==> src/rtl/uart_pkg.sv <==
// Shared definitions for the UART receive-path controller.
//   state_t        : controller phases (word count, program load, run)
//   BYTES_PER_WORD : received bytes assembled into one instruction word
package uart_pkg;

    typedef enum logic [1:0] {
        S_LEN  = 2'd0,
        S_LOAD = 2'd1,
        S_RUN  = 2'd2
    } state_t;

    localparam int BYTES_PER_WORD = 4;

endpackage

==> src/rtl/uart_rx_ctrl_if.sv <==
// Bus bundle of uart_rx_ctrl.
//   rx_data/rx_valid        : receiver byte stream (rx_valid is a one-cycle pulse)
//   imem_we/addr/wdata      : instruction-memory write port, one strobe per word
//   boot_done               : program loaded, sticky until reset
//   rd_req/rd_data/rd_ack   : core byte-read handshake
//   fifo_empty/overflow     : receive FIFO status
//   state                   : controller phase, for observation only
//
// Read handshake: the core raises rd_req and holds it until it sees rd_ack.
// rd_ack is a one-cycle pulse; rd_data is valid in that cycle. The core drops
// rd_req in the ack cycle, so one request yields exactly one byte.
interface uart_rx_ctrl_if #(
    parameter int ADDR_W = 14
) ();
    import uart_pkg::*;

    logic [7:0]        rx_data;
    logic              rx_valid;
    logic              imem_we;
    logic [ADDR_W-1:0] imem_addr;
    logic [31:0]       imem_wdata;
    logic              boot_done;
    logic              rd_req;
    logic [7:0]        rd_data;
    logic              rd_ack;
    logic              fifo_empty;
    logic              overflow;
    state_t            state;

    // Controller side
    modport slave (
        input  rx_data, rx_valid, rd_req,
        output imem_we, imem_addr, imem_wdata, boot_done,
               rd_data, rd_ack, fifo_empty, overflow, state
    );

    // Environment side (receiver + core + memory)
    modport master (
        output rx_data, rx_valid, rd_req,
        input  imem_we, imem_addr, imem_wdata, boot_done,
               rd_data, rd_ack, fifo_empty, overflow, state
    );

endinterface

==> src/rtl/byte_fifo.sv <==
// Synchronous FIFO with registered read data.
//   clk, rst_n : clock, asynchronous active-low reset
//   push, din  : write request and data; ignored when full unless pop is also set
//   pop        : read request; ignored when empty; dout updates next cycle
//   dout       : last popped entry
//   count      : entries held (0..DEPTH)
//   full       : count == DEPTH
//   empty      : registered, tracks count == 0
module byte_fifo #(
    parameter int DEPTH = 16,
    parameter int WIDTH = 8
) (
    input  logic                     clk,
    input  logic                     rst_n,
    input  logic                     push,
    input  logic [WIDTH-1:0]         din,
    input  logic                     pop,
    output logic [WIDTH-1:0]         dout,
    output logic [$clog2(DEPTH):0]   count,
    output logic                     full,
    output logic                     empty
);
    localparam int AW = $clog2(DEPTH);

    logic [WIDTH-1:0] mem [DEPTH];
    logic [AW-1:0]    wr_ptr;
    logic [AW-1:0]    rd_ptr;
    logic [AW:0]      count_d;
    logic             wr_en;
    logic             rd_en;

    assign full  = (count == (AW+1)'(DEPTH));
    // A full FIFO still accepts a write when a pop frees the slot this cycle;
    // the write lands on the slot being read, whose old value goes to dout.
    assign wr_en = push && (!full || rd_en);
    assign rd_en = pop && (count != '0);

    always_comb begin
        count_d = count;
        if (wr_en && !rd_en) begin
            count_d = count + (AW+1)'(1);
        end else if (!wr_en && rd_en) begin
            count_d = count - (AW+1)'(1);
        end
    end

    always_ff @(posedge clk) begin
        if (wr_en) begin
            mem[wr_ptr] <= din;
        end
    end

    always_ff @(posedge clk or negedge rst_n) begin
        if (!rst_n) begin
            wr_ptr <= '0;
            rd_ptr <= '0;
            count  <= '0;
            dout   <= '0;
            empty  <= 1'b1;
        end else begin
            count <= count_d;
            empty <= (count_d == '0);
            if (wr_en) begin
                wr_ptr <= wr_ptr + AW'(1);
            end
            if (rd_en) begin
                rd_ptr <= rd_ptr + AW'(1);
                dout   <= mem[rd_ptr];
            end
        end
    end

endmodule

==> src/rtl/uart_rx_ctrl.sv <==
// UART receive-path sequencer: boot loader first, then byte FIFO for the core.
//   CLK, RSTN : system clock, asynchronous active-low reset
//   bus       : uart_rx_ctrl_if.slave (receiver stream, imem write port,
//               core read handshake, FIFO status, controller state)
// After reset, received bytes are packed big-endian into 32-bit words. The
// first word is the program length N; the next N words are written to
// instruction memory at addresses 0..N-1. Afterwards boot_done is raised and
// every received byte goes to the FIFO that the core drains.
module uart_rx_ctrl
    import uart_pkg::*;
#(
    parameter int DEPTH  = 16,
    parameter int ADDR_W = 14
) (
    input  logic          CLK,
    input  logic          RSTN,
    uart_rx_ctrl_if.slave bus
);
    localparam int CW = $clog2(DEPTH) + 1;

    state_t            state_q;
    state_t            state_d;
    logic [1:0]        byte_cnt_q;
    logic [23:0]       shift_q;
    logic [31:0]       remaining_q;
    logic [ADDR_W-1:0] addr_q;
    logic              imem_we_q;
    logic [ADDR_W-1:0] imem_addr_q;
    logic [31:0]       imem_wdata_q;
    logic              boot_done_q;
    logic              rd_ack_q;
    logic              overflow_q;

    logic [31:0]       word;
    logic              word_done;
    logic              loading;
    logic              fifo_push;
    logic              fifo_pop;
    logic [7:0]        fifo_dout;
    logic [CW-1:0]     fifo_count;
    logic              fifo_full;
    logic              fifo_empty;

    // The incoming byte completes the word combinationally, so the word is
    // acted on in the same cycle its last byte arrives.
    assign loading   = (state_q != S_RUN);
    assign word      = {shift_q, bus.rx_data};
    assign word_done = loading && bus.rx_valid &&
                       (byte_cnt_q == 2'(BYTES_PER_WORD - 1));

    // ---------------- controller FSM ----------------
    always_ff @(posedge CLK or negedge RSTN) begin
        if (!RSTN) begin
            state_q <= S_LEN;
        end else begin
            state_q <= state_d;
        end
    end

    always_comb begin
        state_d = state_q;
        case (state_q)
            S_LEN: begin
                if (word_done) begin
                    state_d = (word == 32'd0) ? S_RUN : S_LOAD;
                end
            end
            S_LOAD: begin
                // remaining counts down to zero with this write
                if (word_done && (remaining_q == 32'd1)) begin
                    state_d = S_RUN;
                end
            end
            S_RUN:   state_d = S_RUN;
            default: state_d = S_LEN;
        endcase
    end

    // ---------------- word assembly and memory write ----------------
    always_ff @(posedge CLK or negedge RSTN) begin
        if (!RSTN) begin
            byte_cnt_q   <= '0;
            shift_q      <= '0;
            remaining_q  <= '0;
            addr_q       <= '0;
            imem_we_q    <= 1'b0;
            imem_addr_q  <= '0;
            imem_wdata_q <= '0;
            boot_done_q  <= 1'b0;
        end else begin
            imem_we_q <= 1'b0;
            // Lags the state by a cycle so it rises after the last write.
            boot_done_q <= (state_q == S_RUN);
            if (loading && bus.rx_valid) begin
                byte_cnt_q <= byte_cnt_q + 2'd1;
                shift_q    <= {shift_q[15:0], bus.rx_data};
            end
            if (word_done) begin
                if (state_q == S_LEN) begin
                    remaining_q <= word;
                    addr_q      <= '0;
                end else begin
                    imem_we_q    <= 1'b1;
                    imem_addr_q  <= addr_q;
                    imem_wdata_q <= word;
                    addr_q       <= addr_q + ADDR_W'(1);
                    remaining_q  <= remaining_q - 32'd1;
                end
            end
        end
    end

    // ---------------- run-time FIFO ----------------
    // Pop uses the count before this cycle's push, so a byte arriving into an
    // empty FIFO is popped one cycle later. rd_ack blocks a second pop while
    // the core is still dropping its request.
    assign fifo_push = (state_q == S_RUN) && bus.rx_valid;
    assign fifo_pop  = (state_q == S_RUN) && bus.rd_req && !rd_ack_q &&
                       (fifo_count != '0);

    byte_fifo #(
        .DEPTH (DEPTH),
        .WIDTH (8)
    ) u_fifo (
        .clk   (CLK),
        .rst_n (RSTN),
        .push  (fifo_push),
        .din   (bus.rx_data),
        .pop   (fifo_pop),
        .dout  (fifo_dout),
        .count (fifo_count),
        .full  (fifo_full),
        .empty (fifo_empty)
    );

    always_ff @(posedge CLK or negedge RSTN) begin
        if (!RSTN) begin
            rd_ack_q   <= 1'b0;
            overflow_q <= 1'b0;
        end else begin
            rd_ack_q <= fifo_pop;
            if (fifo_push && fifo_full && !fifo_pop) begin
                overflow_q <= 1'b1;
            end
        end
    end

    assign bus.imem_we    = imem_we_q;
    assign bus.imem_addr  = imem_addr_q;
    assign bus.imem_wdata = imem_wdata_q;
    assign bus.boot_done  = boot_done_q;
    assign bus.rd_data    = fifo_dout;
    assign bus.rd_ack     = rd_ack_q;
    assign bus.fifo_empty = fifo_empty;
    assign bus.overflow   = overflow_q;
    assign bus.state      = state_q;

endmodule

==> src/flat_wrapper.sv <==
// flat-port wrapper written by rule: the top's interface ports become plain ports
module uart_rx_ctrl_flat import uart_pkg::*;
#(
    parameter int DEPTH  = 16,
    parameter int ADDR_W = 14
)
  (CLK, RSTN, bus_rx_data, bus_rx_valid, bus_rd_req, bus_imem_we, bus_imem_addr, bus_imem_wdata, bus_boot_done, bus_rd_data, bus_rd_ack, bus_fifo_empty, bus_overflow, bus_state);
  uart_rx_ctrl_if #(.ADDR_W(ADDR_W)) bus_i ();
  input  logic CLK;
  input  logic RSTN;
  input wire logic [$bits(bus_i.rx_data)-1:0] bus_rx_data;
  input wire logic [$bits(bus_i.rx_valid)-1:0] bus_rx_valid;
  input wire logic [$bits(bus_i.rd_req)-1:0] bus_rd_req;
  output wire logic [$bits(bus_i.imem_we)-1:0] bus_imem_we;
  output wire logic [$bits(bus_i.imem_addr)-1:0] bus_imem_addr;
  output wire logic [$bits(bus_i.imem_wdata)-1:0] bus_imem_wdata;
  output wire logic [$bits(bus_i.boot_done)-1:0] bus_boot_done;
  output wire logic [$bits(bus_i.rd_data)-1:0] bus_rd_data;
  output wire logic [$bits(bus_i.rd_ack)-1:0] bus_rd_ack;
  output wire logic [$bits(bus_i.fifo_empty)-1:0] bus_fifo_empty;
  output wire logic [$bits(bus_i.overflow)-1:0] bus_overflow;
  output wire logic [$bits(bus_i.state)-1:0] bus_state;
  assign bus_i.rx_data = bus_rx_data;
  assign bus_i.rx_valid = bus_rx_valid;
  assign bus_i.rd_req = bus_rd_req;
  assign bus_imem_we = bus_i.imem_we;
  assign bus_imem_addr = bus_i.imem_addr;
  assign bus_imem_wdata = bus_i.imem_wdata;
  assign bus_boot_done = bus_i.boot_done;
  assign bus_rd_data = bus_i.rd_data;
  assign bus_rd_ack = bus_i.rd_ack;
  assign bus_fifo_empty = bus_i.fifo_empty;
  assign bus_overflow = bus_i.overflow;
  assign bus_state = bus_i.state;
  uart_rx_ctrl #(.DEPTH(DEPTH), .ADDR_W(ADDR_W)) u_core (.CLK(CLK), .RSTN(RSTN), .bus(bus_i));
endmodule
==> config.mk <==
export PLATFORM = sky130hd
export DESIGN_NAME = uart_rx_ctrl_flat
export DESIGN_NICKNAME = d
export VERILOG_FILES = /design/src/rtl/uart_pkg.sv /design/src/rtl/uart_rx_ctrl_if.sv /design/src/rtl/byte_fifo.sv /design/src/rtl/uart_rx_ctrl.sv /design/src/flat_wrapper.sv
export SDC_FILE = /design/constraint.sdc
export NUM_CORES = 1
export LEC_CHECK = 0
export ABC_AREA = 1
export CAP_MARGIN = 0
export CORE_ASPECT_RATIO = 1.4
export CORE_MARGIN = 3
export CORE_UTILIZATION = 65
export CTS_BUF_LIST = sky130_fd_sc_hd__clkbuf_8
export DETAILED_ROUTE_END_ITERATION = 8
export GPL_TIMING_DRIVEN = 0
export PLACE_DENSITY = 0.86
export REMOVE_ABC_BUFFERS = 1
export SLEW_MARGIN = 20
export SYNTH_ARGS = -nofsm -noshare
export SYNTH_HDL_FRONTEND = slang
export SYNTH_HIERARCHICAL = 1
export SYNTH_SLANG_ARGS = --single-unit
==> constraint.sdc <==
create_clock -name CLK -period 3.3 [get_ports CLK]
set_clock_uncertainty 0.1 [all_clocks]
set_input_delay 0.495 -clock CLK [delete_from_list [all_inputs] [get_ports CLK]]
set_output_delay 0.495 -clock CLK [all_outputs]
set_load 0.05 [all_outputs]
==> results of run 1 <==
==> tightest hold or removal path: stages, from the launching register on <==
cell and delay [ns]:
dfrtp_1 0.34, nand2_1 0.06, nand2_1 0.05
==> placed cells by master, fill, tap and decap left out, types with 21 or more instances in the layout <==
cell type,instances
edfxtp_1,128
dfrtp_1,143
nand2_1,243
clkbuf_8,44
inv_1,110
o21ai_0,134
xor2_1,21
o211ai_1,35
nor2_1,195
nand3_1,60
a22oi_1,26
clkdlybuf4s50_1,71
==> final timing paths <==
| path | startpoint | endpoint | slack [ns] | cells after the start |
|---|---|---|---|---|
| min reg2reg | u_core/bus.imem_addr[7] | u_core/bus.imem_addr[7] | 0.37 | 2 |
| max reg2reg | u_core/bus.state[0] | u_core/addr_q[8] | 0.19 | 10 |
| min | u_core/bus.imem_addr[7] | u_core/bus.imem_addr[7] | 0.37 | 2 |
| max | u_core/bus.state[0] | u_core/addr_q[8] | 0.19 | 10 |
| min in group asynchronous | RSTN | u_core/u_fifo/count[0] | 0.43 | 2 |
| max in group asynchronous | RSTN | u_core/bus.imem_wdata[0] | 1.88 | 3 |
==> state kept, by name (all words and copies together) (netlist names) <==
register / flops
u_core/addr_q: 14
u_core/bus.boot_done: 1
u_core/bus.imem_addr: 14
u_core/bus.imem_wdata: 32
u_core/bus.imem_we: 1
u_core/bus.overflow: 1
u_core/bus.rd_ack: 1
u_core/bus.state: 2
u_core/byte_cnt_q: 2
u_core/remaining_q: 32
u_core/shift_q: 24
u_core/u_fifo/count: 5
u_core/u_fifo/dout: 8
u_core/u_fifo/empty: 1
u_core/u_fifo/mem: 128
u_core/u_fifo/rd_ptr: 4
u_core/u_fifo/wr_ptr: 4
==> power by group through the flow <==
stage | combinational, µW | clock [µW] | sequential (µW)
finish | 5440 | 2740 | 5230
global route | 5980 | 2920 | 5340
CTS | 5400 | 2770 | 5210
detailed placement | 5330 | 0 | 5260
global placement | 4950 | 0 | 5350
floorplan | 2690 | 0 | 6090
==> per-stage QoR <==
stage | instance area [µm²] | hold WS, ns | cells
CTS | 14070 | 0.3715 | 1606
global placement | 13110 | 0.3563 | 1528
global route | 14070 | 0.3995 | 1607
floorplan | 12090 | 0.09941 | 1212
detailed placement | 13240 | 0.3641 | 1533
finish | 14070 | 0.3736 | 1607
==> kinds of logic after synthesis <==
| logic type | count (synthesis) |
|---|---|
| and+or+nand+nor | 556 |
| DFF | 274 |
| AOI/OAI and AO/OA | 237 |
| buffers and inverters | 157 |
| xor gates and xnor gates | 26 |
| adders and majority gates | 15 |
| muxes | 1 |
==> per-layer routing <==
| layer | global-route usage | routed length (µm) | vias to the layer above |
|---|---|---|---|
| met4 | 0.1301 | 1143 | 0 |
| met2 | 0.4959 | 15260 | 376 |
| met5 | 0 | 0 | - |
| met3 | 0.04235 | 1509 | 79 |
| met1 | 0.3373 | 10690 | 4591 |
| li1 | - | - | 4405 |
==> layout make-up <==
class | instances | area [µm²] | share of cell area
clock buffers | 44 | 605.6 | 0.04303
multi-input cells | 837 | 4220 | 0.2999
clock inverters | 27 | 202.7 | 0.01440
flip-flops and latches | 274 | 7501 | 0.5329
inverters | 103 | 389.1 | 0.02765
repair buffers | 78 | 850.8 | 0.06045
well taps | 244 | 305.3 | 0.02169
==> what timing repair did <==
| action | CTS | global route |
|---|---|---|
| endpoints found under the hold margin | 84 | 0 |
| hold buffers | 1 | 0 |
| gates cloned | 1 | 1 |
| endpoints found under the setup margin | 18 | 1 |
| pin swaps | 1 | 1 |
==> impl_metrics.toml, run 1 <==
[outcome]
outcome = "finished, final reports clean"

[timing]
rsz0062_at_grt = "false"
fin_ws_ns = 0.1897
hold_viol_final = 0
worst_slew_pin_slew_ns = 0.9351
finalCriticalPeriod_ns = 3.110
setup_violations = 0
slew_viol_final = 0
period_share = 0.9425
relSlewSlack = 0.3759
timing.fmax_ghz = 0.3215
fin_tns_setup_ns = 0

[detailed_routing]
drt_wl_total_um = 28610
postRouteAntennaNets = 0
dr.pass1.iters = 6
wire_per_inst_um = 17.80
num_vias = 9451
avgViaCountPerCell = 5.881
drcViolationCount = 0
drtIter0Drc = 819

[critical_path]
path_class = "reg2reg"
path_buf_inv = 4
arrival_ns = 3.46
cp_max_fo = 54
critPathLaunchType = "flop"
slowest_stage = "nor2_4"
cp_top_family = "simple AND/OR/NAND/NOR gates"
cpPeakStageDelay_ns = 0.66
path_cells = "inv_1, ha_1, inv_2, nand3_4, nor2_4, inv_4, buf_12, nor2_1, o21ai_0, o21ai_0"
end_kind = "flop"
worstPathRequired_ns = 3.65
cpMostUsedCell = "o21ai_0"

[synth]
synthArstFlopShare = 0.5328
synthAdderAreaFrac = 0.01516
synth_edf_count = 128
synth_xor_area_frac = 0.01839
syn_inst = 1266
yosysTopAreaCell = "edfxtp_1"
synth_top_cells_by_count = "nand2_1 (244), nor2_1 (195), dfrtp_1 (145)"
ys_top_cells_by_area = "edfxtp_1 (31%), dfrtp_1 (29%), nand2_1 (7.4%)"
ys.flop_type = "dfrtp_1"
synth_simple_gate_area_frac = 0.1930
synth_warnings = 6
netlist_area_um2 = 12380
avgSynthCellArea_um2 = 9.780
synth_compound_area_frac = 0.1118
netlist.area_leader.share = 0.3104
synth.most_common_cell = "nand2_1"
yosysUniqueCellTypes = 46
synth_top_family_by_area = "simple AND/OR/NAND/NOR gates"
ys_seq_area_frac = 0.6056
synth-seq-cells = 274
synthMuxAreaShare = 0.0009095

[layout]
nNetsFinal = 1360
drive_gt1_frac = 0.07483
nFillCells = 1241
finish.utilization = 0.7536
syn2layout_area_growth_pct = 13.67
diodes = 0

[power_and_ir_drop]
p_int_uw = 7619
clkPwrFrac = 0.205
p_leak_uw = 0.005866
switching_share = 0.4320
comb_power_share = 0.406
peakVddDrop_mv = 0.7455
p_switching_uw = 5795
pwr-share-seq = 0.390
power_density_nw_per_um2 = 953.1
power_uw = 13410

[grt]
antenna_found_initial = 0
first_global_vias = 9347
grt-ovfl-total = 0
grt_max_degree = 87
grt_use_total = 0.2808
grt_pass1_wl_um = 46150

[place]
pre_cts_slack_ns = -0.3187
dp_hpwl_um = 18080
port_buffers = 72
gp_congestion = 0.9075

[clock_network]
cts_num_sinks = 274
clk_pin_slew_worst_paths_ns = 0.07
clk_latency_ns = 0.55
cts_buffers = 39
postCtsSetupBuffers = 0
post_cts_resized = 0
clockRootBuffer = "clkbuf_8"
htreeDepth = 2
clockBufferDepth = 3
cts_tree = "yes"

[floorplanning]
initial_utilization = 0.6630
rows = 59
die_area_um2 = 20760
die_x_um = 122.6
boundaryPins = 73
die_h_um = 169.3
core_um2 = 18680

[job]
maxCapViolCount = 0

[min_path]
hold_path.class = "reg2reg"
(Power assumes the default switching activity.)
==> inputs of run 2 (changes only) <==
MAX_ROUTING_LAYER = met4   (was unset)
==> impl_metrics.toml, run 2 (same netlist as run 1, synthesis figures left out) <==
[outcome]
outcome = "finished, final reports clean"

[place]
dp_hpwl_um = 18860
gp_congestion = 0.9240
dpl_cell_area_um2 = 13260
placed_cells = 1534
port_buffers = 72

[floorplanning]
initial_utilization = 0.6630
rows = 59
core_um2 = 18680
die_x_um = 122.6
boundaryPins = 73
die_h_um = 169.3
die_area_um2 = 20760

[critical_path]
cp_max_fo = 55
arrival_ns = 3.40
end_kind = "flop"
r2r_start = "u_core/bus.state[0]"
worstPathRequired_ns = 3.66
regToRegSetupSlack_ns = 0.26
crit_start = "u_core/bus.state[0]"
path_class = "reg2reg"
critPathLaunchType = "flop"

[grt]
use_met3 = 0.03968
grt_util_met1 = 0.3472
top_usage_layer = "met2"
antenna_found_initial = 0
gr-usage-met2 = 0.5230
first_global_vias = 9707
grt_max_degree = 84
grt-ovfl-total = 0
grt_pass1_wl_um = 48070
grt_use_total = 0.3025

[layout]
nFillCells = 1243
design_area_um2 = 14020
mostFrequentLayoutCells = "nand2_1 (243), nor2_1 (195), dfrtp_1 (143), o21ai_0 (134), edfxtp_1 (128)"
nNetsFinal = 1363
final_cells = 1610
largest_register_ffs = 128
diodes = 0
drive_gt1_frac = 0.07247
syn2layout_area_growth_pct = 13.23
top_register = "u_core/u_fifo/mem"
layout_commonest_cell = "nand2_1"

[power_and_ir_drop]
peakVddDrop_mv = 0.6293
power_uw = 13220
p_leak_uw = 0.005830
power_density_nw_per_um2 = 943.1

[clock_network]
cts_tree = "yes"
htreeDepth = 2
clk_latency_ns = 0.55
clockBufferDepth = 3
post_cts_resized = 0
clockRootBuffer = "clkbuf_8"
cts_num_sinks = 274
cts_buffers = 41
clk_pin_slew_worst_paths_ns = 0.06

[timing]
hold_viol_final = 0
relSlewSlack = 0.3614
setup_violations = 0
worst_slew_pin_slew_ns = 0.9544
whs_ns = 0.3710
timing.fmax_ghz = 0.3292
slew_viol_final = 0
period_share = 0.9205
rsz0062_at_grt = "false"
finalCriticalPeriod_ns = 3.038

[detailed_routing]
drtIter0Drc = 1078
drt_wl_total_um = 29720
wire_per_inst_um = 18.46
num_vias = 9611
postRouteAntennaNets = 0
dr.pass1.iters = 5
avgViaCountPerCell = 5.970
drcViolationCount = 0

[min_path]
hold_path.class = "reg2reg"
hold_path_startpoint = "u_core/bus.imem_wdata[29]"

[job]
maxCapViolCount = 0
-- run 2: worst paths after layout --
kind                                        endpoint  depth (start not counted)
setup / recovery              u_core/remaining_q[19]                         10
hold / removal             u_core/bus.imem_wdata[29]                          2
setup reg to reg              u_core/remaining_q[19]                         10
hold reg to reg            u_core/bus.imem_wdata[29]                          2
max in group asynchronous   u_core/bus.imem_addr[13]                          3
min in group asynchronous    u_core/u_fifo/rd_ptr[0]                          2
-- run 2: stage by stage --
| step | setup WS, ns | setup TNS, ns | utilization |
|---|---|---|---|
| floorplan | 0.3520 | 0 | - |
| global placement | -4.353 | -674.31 | 0.7020 |
| detailed placement | -0.2064 | -4.982 | 0.7102 |
| CTS | 0.2126 | 0 | 0.7503 |
| global route | 0.03395 | 0 | 0.7507 |
| finish | 0.2625 | 0 | 0.7507 |
-- run 2: layout make-up --
type	instances	area, µm²	area share
well taps	244	305.3	0.02178
clock inverters	29	127.6	0.009103
clock buffers	44	605.6	0.04320
flip-flops and latches	274	7501	0.5350
multi-input cells	837	4220	0.3010
repair buffers	79	870.8	0.06212
inverters	103	389.1	0.02776
-- run 2: layer usage --
layer,routed length [µm],vias up,share of wire
li1,-,4401,-
met5,0,-,0
met2,15760,439,0.53
met3,1732,114,0.058
met4,1464,0,0.049
met1,10760,4657,0.36
-- run 2: critical path, stage by stage (launching register included) --
cell and delay, ns:
dfrtp_1 0.40, inv_1 0.11, ha_1 0.26, inv_2 0.10, nand3_4 0.40, nor2_4 0.65, inv_4 0.34, buf_12 0.29
a21oi_2 0.11, o21ai_1 0.07, nand2_1 0.07
-- run 2: what timing repair did --
action | 4_1_cts | 5_1_grt
hold endpoints to repair | 81 | 0
setup endpoints to repair | 3 | 1
gates cloned | 1 | 1
buffers inserted | 0 | 0
pin swaps | 1 | 1
hold buffers | 1 | 0
-- run 2: power breakdown --
group	internal (µW)	switching (µW)	total (µW)	leakage [µW]
sequential	4360	845	5210	0.00301
clock	1230	1270	2500	0.000423
combinational	1810	3710	5510	0.00239
total	7400	5820	13200	0.00583
==> inputs of run 3 (changes only) <==
SYNTH_HIERARCHICAL = unset   (was 1)
==> impl_metrics.toml, run 3 <==
[power_and_ir_drop]
clkPwrFrac = 0.278
peakVddDrop_mv = 0.6867
comb_power_share = 0.277
power_uw = 9787
p_switching_uw = 3512
p_int_uw = 6275
power_density_nw_per_um2 = 693.9
switching_share = 0.3589
p_leak_uw = 0.005959
pwr-share-seq = 0.445

[clock_network]
clockRootBuffer = "clkbuf_8"
clockBufferDepth = 3
cts_buffers = 41
clk_pin_slew_worst_paths_ns = 0.07
cts_tree = "yes"
cts_num_sinks = 274
clk_latency_ns = 0.55
htreeDepth = 2

[critical_path]
r2r_start = "u_core.bus.state[1]"
arrival_ns = 3.31
crit_start = "u_core.bus.state[1]"
end_kind = "flop"
critPathLaunchType = "flop"
cp_max_fo = 37
path_class = "reg2reg"
worstPathRequired_ns = 3.62

[detailed_routing]
wire_per_inst_um = 17.65
drt_wl_total_um = 29550
avgViaCountPerCell = 5.767
num_vias = 9654
dr.pass1.iters = 5
drcViolationCount = 0
postRouteAntennaNets = 0
drtIter0Drc = 906

[timing]
relSlewSlack = 0.3125
worst_slew_pin_slew_ns = 1.030
fin_ws_ns = 0.3153
slew_viol_final = 0
fin_tns_setup_ns = 0
hold_viol_final = 0
setup_violations = 0
rsz0062_at_grt = "false"
finalCriticalPeriod_ns = 2.985
timing.fmax_ghz = 0.3350
period_share = 0.9045
whs_ns = 0.3738

[synth]
synthAdderAreaFrac = 0.01505
synth_warnings = 0
synth_edf_count = 128
synth_top_cells_by_count = "nand2_1 (280), nor2_1 (196), o21ai_0 (160)"
netlist.area_leader.share = 0.3082
synth_top_family_by_area = "simple AND/OR/NAND/NOR gates"
synth_simple_gate_area_frac = 0.1931
yosysTopAreaCell = "edfxtp_1"
syn_inst = 1339
synthArstFlopShare = 0.5328
ys_top_cells_by_area = "edfxtp_1 (31%), dfrtp_1 (29%), nand2_1 (8.4%)"
ys_seq_area_frac = 0.6012
synth_xor_area_frac = 0.01264
synthMuxAreaShare = 0.0009029
yosysUniqueCellTypes = 36
synth.most_common_cell = "nand2_1"
synth-seq-cells = 274
netlist_area_um2 = 12470
avgSynthCellArea_um2 = 9.314
ys.flop_type = "dfrtp_1"
synth_compound_area_frac = 0.1130

[place]
port_buffers = 72
dpl_cell_area_um2 = 13280
pre_cts_slack_ns = 0.03553
dp_hpwl_um = 19060
gp_congestion = 0.9268

[grt]
grt_pass1_wl_um = 47220
grt-ovfl-total = 0
antenna_found_initial = 0
grt_use_total = 0.2968
grt_max_degree = 93
first_global_vias = 9306

[outcome]
outcome = "finished, final reports clean"

[job]
maxCapViolCount = 0

[layout]
diodes = 0
syn2layout_area_growth_pct = 13.09
largest_register_ffs = 128
design_area_um2 = 14100
mostFrequentLayoutCells = "nand2_1 (279), nor2_1 (196), o21ai_0 (160), dfrtp_1 (143), inv_1 (139)"
layout_commonest_cell = "nand2_1"
drive_gt1_frac = 0.06084
nNetsFinal = 1425
top_register = "u_core.u_fifo.mem"

[floorplanning]
die_h_um = 169.9
die_x_um = 123.1
initial_utilization = 0.6652
rows = 59
core_um2 = 18750
boundaryPins = 73
die_area_um2 = 20910

[min_path]
hold_path_startpoint = "u_core.bus.imem_addr[8]"
hold_path.class = "reg2reg"
## run 3: kinds of logic (layout without fill, tap and decap cells)
kind of cell	count (synthesis)	in the layout
and+or+nand+nor	583	583
DFF	274	274
AOI/OAI and AO/OA	260	260
buffers and inverters	188	279
xor gates and xnor gates	18	18
adders and majority gates	15	15
muxes	1	1
## run 3: through the flow
stage,util,cells
final,0.7522,1674
after global routing,0.7522,1674
after CTS,0.7520,1674
after detailed placement,0.7081,1598
after global placement,0.7029,1595
after floorplan,-,1279
## run 3: power groups by stage
stage	clock network [µW]	registers (µW)	logic, µW
global route	2910	4410	2930
global placement	0	4390	2630
finish	2720	4360	2710
CTS	2750	4350	2720
detailed placement	0	4400	2700
floorplan	0	5190	961
## run 3: critical path, cell delays in order (launching register included)
cell and delay (ns):
dfrtp_1 0.45, inv_1 0.11, ha_2 0.70, clkinvlp_4 0.83, nand3_1 0.35, o22ai_1 0.11, nand2_1 0.09, o21ai_0 0.09
## run 3: path summary, 6_finish.rpt
check | endpoint | slack (ns) | cells after the start
max | u_core.remaining_q[7] | 0.32 | 7
min | u_core.bus.imem_addr[8] | 0.37 | 2
max reg2reg | u_core.remaining_q[7] | 0.32 | 7
min reg2reg | u_core.bus.imem_addr[8] | 0.37 | 2
max in group asynchronous | u_core.bus.imem_addr[9] | 1.90 | 3
min in group asynchronous | u_core.u_fifo.dout[1] | 0.38 | 2
## run 3: final cells by class
| cell class | instances | area, µm² |
|---|---|---|
| Inverter | 128 | 486.7 |
| Timing Repair Buffer | 76 | 818.3 |
| Sequential cell | 274 | 7501 |
| Clock inverter | 26 | 140.1 |
| Multi-Input combinational cell | 877 | 4179 |
| Clock buffer | 49 | 674.4 |
| Fill cell | 1301 | 4646 |
| Tap cell | 244 | 305.3 |
## run 3: repair_timing
action	in CTS	in global routing
hold buffers	1	0
resized for setup	0	1
buffers inserted	0	0
endpoints found under the setup margin	0	15
endpoints found under the hold margin	66	0
## run 3: layer usage
layer / up-vias / track usage / part of all wire
met5: - / - / 0
met2: 357 / 0.5018 / 0.52
li1: 4562 / - / -
met3: 94 / 0.03956 / 0.046
met1: 4641 / 0.3564 / 0.39
met4: 0 / 0.1301 / 0.045
